File: config.mk
export PLATFORM = sky130hd
export DESIGN_NAME = lector_contadores
export DESIGN_NICKNAME = d
export VERILOG_FILES = /design/src/rtl/lector_contadores.sv
export SDC_FILE = /design/constraint.sdc
export NUM_CORES = 1
export LEC_CHECK = 0
export ABC_CLOCK_PERIOD_IN_PS = 3300
export CAP_MARGIN = 20
export CORE_ASPECT_RATIO = 1.4
export CORE_MARGIN = 5
export CORE_UTILIZATION = 52
export DETAILED_ROUTE_END_ITERATION = 10
export HOLD_SLACK_MARGIN = 0.03
export PLACE_DENSITY = 0.78
export SYNTH_ARGS = -nofsm -noshare
export SYNTH_HDL_FRONTEND = slang
export SYNTH_SLANG_ARGS = --single-unit
File: constraint.sdc
create_clock -name clk -period 3.3 [get_ports clk]
set_input_delay 0.33 -clock clk [delete_from_list [all_inputs] [get_ports clk]]
set_output_delay 0.33 -clock clk [all_outputs]
set_load 0.005 [all_outputs]
File: src/rtl/lector_contadores.sv
// rtl/lector_contadores.sv - counter read-out requester: sweeps idx 0..3, captures counts and their sum
//
// Ports:
//   clk            : clock, all logic on posedge
//   reset          : asynchronous active-low reset
//   start          : 1-cycle pulse, begins a read sweep (ignored while busy)
//   IDLE           : design idle; a req is only issued while high
//   valid_contador : response qualifier from the counter block
//   contador_out   : returned count for the last requested idx
//   req            : 1-cycle read request
//   idx            : counter index being requested
//   busy           : sweep in progress
//   done           : 1-cycle pulse when the sweep completes
//   error_timeout  : sticky flag, some idx got no response in TIMEOUT cycles
//   cnt0..cnt3     : captured counts for idx 0..3
//   total          : cnt0+cnt1+cnt2+cnt3, two extra bits so it never wraps
module lector_contadores #(
  parameter int CNT_WIDTH = 5,
  parameter int IDX_WIDTH = 2,
  parameter int TIMEOUT   = 8
) (
  input  logic                 clk,
  input  logic                 reset,
  input  logic                 start,
  input  logic                 IDLE,
  input  logic                 valid_contador,
  input  logic [CNT_WIDTH-1:0] contador_out,
  output logic                 req,
  output logic [IDX_WIDTH-1:0] idx,
  output logic                 busy,
  output logic                 done,
  output logic                 error_timeout,
  output logic [CNT_WIDTH-1:0] cnt0,
  output logic [CNT_WIDTH-1:0] cnt1,
  output logic [CNT_WIDTH-1:0] cnt2,
  output logic [CNT_WIDTH-1:0] cnt3,
  output logic [CNT_WIDTH+1:0] total
);

  localparam int NCNT = 2 ** IDX_WIDTH;

  typedef enum logic [2:0] {
    S_IDLE,
    S_REQ,
    S_WAIT,
    S_NEXT,
    S_DONE
  } state_t;

  state_t state, state_next;

  logic [7:0]           tcnt;
  logic [CNT_WIDTH-1:0] cnt_q [NCNT];

  logic take_start;
  logic capture;
  logic timeout_hit;
  logic last_idx;

  assign last_idx = (idx == IDX_WIDTH'(NCNT - 1));

  always_ff @(posedge clk or negedge reset) begin
    if (!reset) state <= S_IDLE;
    else        state <= state_next;
  end

  // S_WAIT is only entered the cycle after req, so a valid that happens to be
  // high during the req cycle (pop activity) is never looked at.
  always_comb begin
    state_next  = state;
    req         = 1'b0;
    busy        = 1'b1;
    done        = 1'b0;
    take_start  = 1'b0;
    capture     = 1'b0;
    timeout_hit = 1'b0;
    case (state)
      S_IDLE: begin
        busy = 1'b0;
        if (start) begin
          take_start = 1'b1;
          state_next = S_REQ;
        end
      end
      S_REQ: begin
        if (IDLE) begin
          req        = 1'b1;
          state_next = S_WAIT;
        end
      end
      S_WAIT: begin
        if (valid_contador) begin
          capture    = 1'b1;
          state_next = S_NEXT;
        end else if (tcnt == 8'(TIMEOUT - 1)) begin
          timeout_hit = 1'b1;
          state_next  = S_NEXT;
        end
      end
      S_NEXT: begin
        state_next = last_idx ? S_DONE : S_REQ;
      end
      S_DONE: begin
        done       = 1'b1;
        state_next = S_IDLE;
      end
      default: begin
        state_next = S_IDLE;
      end
    endcase
  end

  always_ff @(posedge clk or negedge reset) begin
    if (!reset) begin
      idx           <= '0;
      tcnt          <= '0;
      error_timeout <= 1'b0;
      total         <= '0;
      for (int i = 0; i < NCNT; i++) cnt_q[i] <= '0;
    end else begin
      if (take_start) begin
        idx           <= '0;
        error_timeout <= 1'b0;
      end
      if (state == S_WAIT) begin
        if (capture) begin
          cnt_q[idx] <= contador_out;
        end else if (timeout_hit) begin
          cnt_q[idx]    <= '0;
          error_timeout <= 1'b1;
        end else begin
          tcnt <= tcnt + 8'd1;
        end
      end
      if (state == S_NEXT) begin
        tcnt <= '0;
        if (last_idx) begin
          total <= (CNT_WIDTH+2)'(cnt_q[0]) + (CNT_WIDTH+2)'(cnt_q[1])
                 + (CNT_WIDTH+2)'(cnt_q[2]) + (CNT_WIDTH+2)'(cnt_q[3]);
        end else begin
          idx <= idx + 1'b1;
        end
      end
    end
  end

  assign cnt0 = cnt_q[0];
  assign cnt1 = cnt_q[1];
  assign cnt2 = cnt_q[2];
  assign cnt3 = cnt_q[3];

endmodule

==> results.ini <==
[status]
outcome = finished clean

[clock_network]
cts_sinks = 41
post_cts_buffers = 0
clockBufferDepth = 2
ctsResizeCount = 0
cts_inserted_buffers = 5
cts_tree = built
cts_root_buf = clkbuf_8
clk_latency_ns = 0.29
cts_hold_buf = 0
cts.clk_slew.worst_paths_ns = 0.08
htree_levels = 2

[setup_path]
critical_path_class = flop to flop
setup.worst_path.start_class = flop
cp.required_ns = 3.47
r2r_cells = 10
r2r-end = total[5]
crit_arrival_ns = 3.00
crit_fanout = 3
rr_startpoint = cnt0[1]
regToRegSetupSlack_ns = 0.47
worst_setup_path_end_kind = flop

[floorplanning]
fp.dieH_microns = 89.12
initial_core_util_pct = 54.39
core_area_sq_mm = 0.004274
fp.dieW_microns = 66.51
dieArea_sq_mm = 0.005927
rows = 28
ioPinCount = 43

[global_routing]
gr-usage-all-layers_pct = 17.68
grt_antenna_before_repair = 0
grt_pass1_vias = 1683
grt_pass1_wl_microns = 7907
grt_overflow_total = 0
grt_max_degree = 42

[drt]
dr.pass1.iters = 4
vias = 1728
dr.first_iter.drc_count = 89
avgViaCountPerCell = 5.610
wirelength_microns = 4783
drtAntennaViolNets = 0
drc = 0
routedWlPerCell_microns = 15.53

[logic_synthesis]
netlist_area_sq_mm = 0.002325
synth_edf_count = 0
avgSynthCellArea_sq_um = 11.29
syn_inst = 206
yosysSeqAreaShare_pct = 44.13
ys_warn_count = 0
yosysUniqueCellTypes = 42
async_flop_share_pct = 100.0
syn_nets = 237
synthFlopType = dfrtp_1
ys_seq_elements = 41

[placement]
dp_hpwl_microns = 3537
place_area_sq_mm = 0.002753
pre_cts_ws_ns = 0.4562
place_congestion = 0.8144
port_buffers = 42
dp_cells = 300

[timing]
fin_hold_ws_ns = 0.1646
fin_ws_ns = 0.4654
post-route-period-util_pct = 85.90
drv_slew = 0
final_hold_viol_count = 0
fmax_mhz = 352.8
rsz0062_at_grt = false
max_slew_margin_pct = 39.13
tns_ns = 0
layout_min_cycle_time_ns = 2.835
worst_slew_pin_slew_ns = 0.9130
clock_skew_ns = 0.007556
setup_viol = 0

[power]
pwr_density_cell_mw_per_mm2 = 951.0
power.total_mw = 2.729
ir_worst_vdd_uv = 458.9
leakage_nw = 1.276

[layout]
layout.nets = 278
n_fill_cell = 366
n_antenna_cell = 0
fin_cells = 308
drive_above_1_share_pct = 10.08
stdcell_area_sq_mm = 0.002869
syn_to_final_growth_pct = 23.41
finalCoreUtilization_pct = 67.13

[job]
drv_cap = 0

[min_path]
hold_class = input port to asynchronous set/reset pin

[cell usage in the layout (no fill, tap or decap), types with 2 or more instances in the layout]
cell type	instances
dfrtp_1	41
clkdlybuf4s50_1	41
inv_1	29
a32o_1	20
nand2_1	15
ha_1	11
o21ai_0	10
fa_1	10
a21oi_1	8
nand3_1	6
clkbuf_8	6
o21ai_2	4
or3_1	4
nor3_1	3
mux2_2	3
nor2_1	3
a21o_1	3
nor3b_1	2
nor4_4	2
o31ai_1	2
xnor2_1	2
[worst max path at each step]
| stage | slack [ns] | end | start |
|---|---|---|---|
| floorplan | 0.57 | total[5] | cnt0[1] |
| global placement | 0.51 | total[5] | cnt0[1] |
| detailed placement | 0.46 | total[5] | cnt0[1] |
| CTS | 0.45 | total[5] | cnt0[1] |
| global route | 0.21 | total[6] | cnt0[2] |
| finish | 0.47 | total[5] | cnt0[1] |
[state kept, by name, indices dropped and copies added (netlist names)]
name           cells
cnt3               5
cnt2               5
state              3
error_timeout      1
cnt0               5
total              7
tcnt               8
cnt1               5
idx                2
[where the power goes]
group,switching (mW),total [mW],internal [mW]
registers,0.181,0.854,0.673
clock network,0.169,0.416,0.247
logic,0.677,1.46,0.783
[cell usage after synthesis (2+ instances only)]
master    count  area [sq um]
inv_1        29         108.9
a21o_1        3         22.52
nor3_1        3         15.01
dfrtp_1      41          1026
nand2_1      15         56.30
o31ai_1       2         15.01
ha_1         11         137.6
nor4_4        2         42.54
clkbuf_1      4         15.01
clkbuf_8      2         27.53
mux2_2        3         33.78
xnor2_1       2         17.52
a21oi_1       8         40.04
or3_1         4         25.02
nor2_1        3         11.26
fa_1         10         200.2
a32o_1       20         200.2
buf_6         2         22.52
o21ai_2       4         35.03
nand3_1       6         30.03
o21ai_0      10         50.05
nor3b_1       2         15.01
[critical path, cell delays in order (launching register included)]
cell and delay (ns):
dfrtp_1 0.37, inv_1 0.07, fa_1 0.52, inv_1 0.06
fa_1 0.45, ha_1 0.24, fa_1 0.41, a21o_1 0.19
a21oi_1 0.16, xor2_1 0.15, o21ai_0 0.08
[layout make-up]
type                    count  area, sq um  area share [%]
clock buffers               7        86.33           3.009
flip-flops and latches     41         1026           35.76
multi-input cells         127         1120           39.03
clock inverters             1        30.03           1.047
well taps                  60        75.07           2.617
repair buffers             43        422.9           14.74
inverters                  29        108.9           3.794
[layer usage]
layer / wire [microns] / track usage (%) / vias to the layer above
met3: 187 / 3.145 / 10
li1: - / - / 820
met5: 0 / 0 / -
met1: 2011 / 23.47 / 857
met2: 2486 / 28.55 / 41
met4: 97 / 7.394 / 0
[kinds of logic after synthesis]
| logic type | synth area share (%) |
|---|---|
| buffers and inverters | 7.696 |
| adders and majority gates | 14.53 |
| AOI/OAI and AO/OA | 17.01 |
| and+or+nand+nor | 13.62 |
| xor gates and xnor gates | 1.130 |
| muxes | 1.884 |
| DFF | 44.13 |
Power figures use the tool's default switching activity.
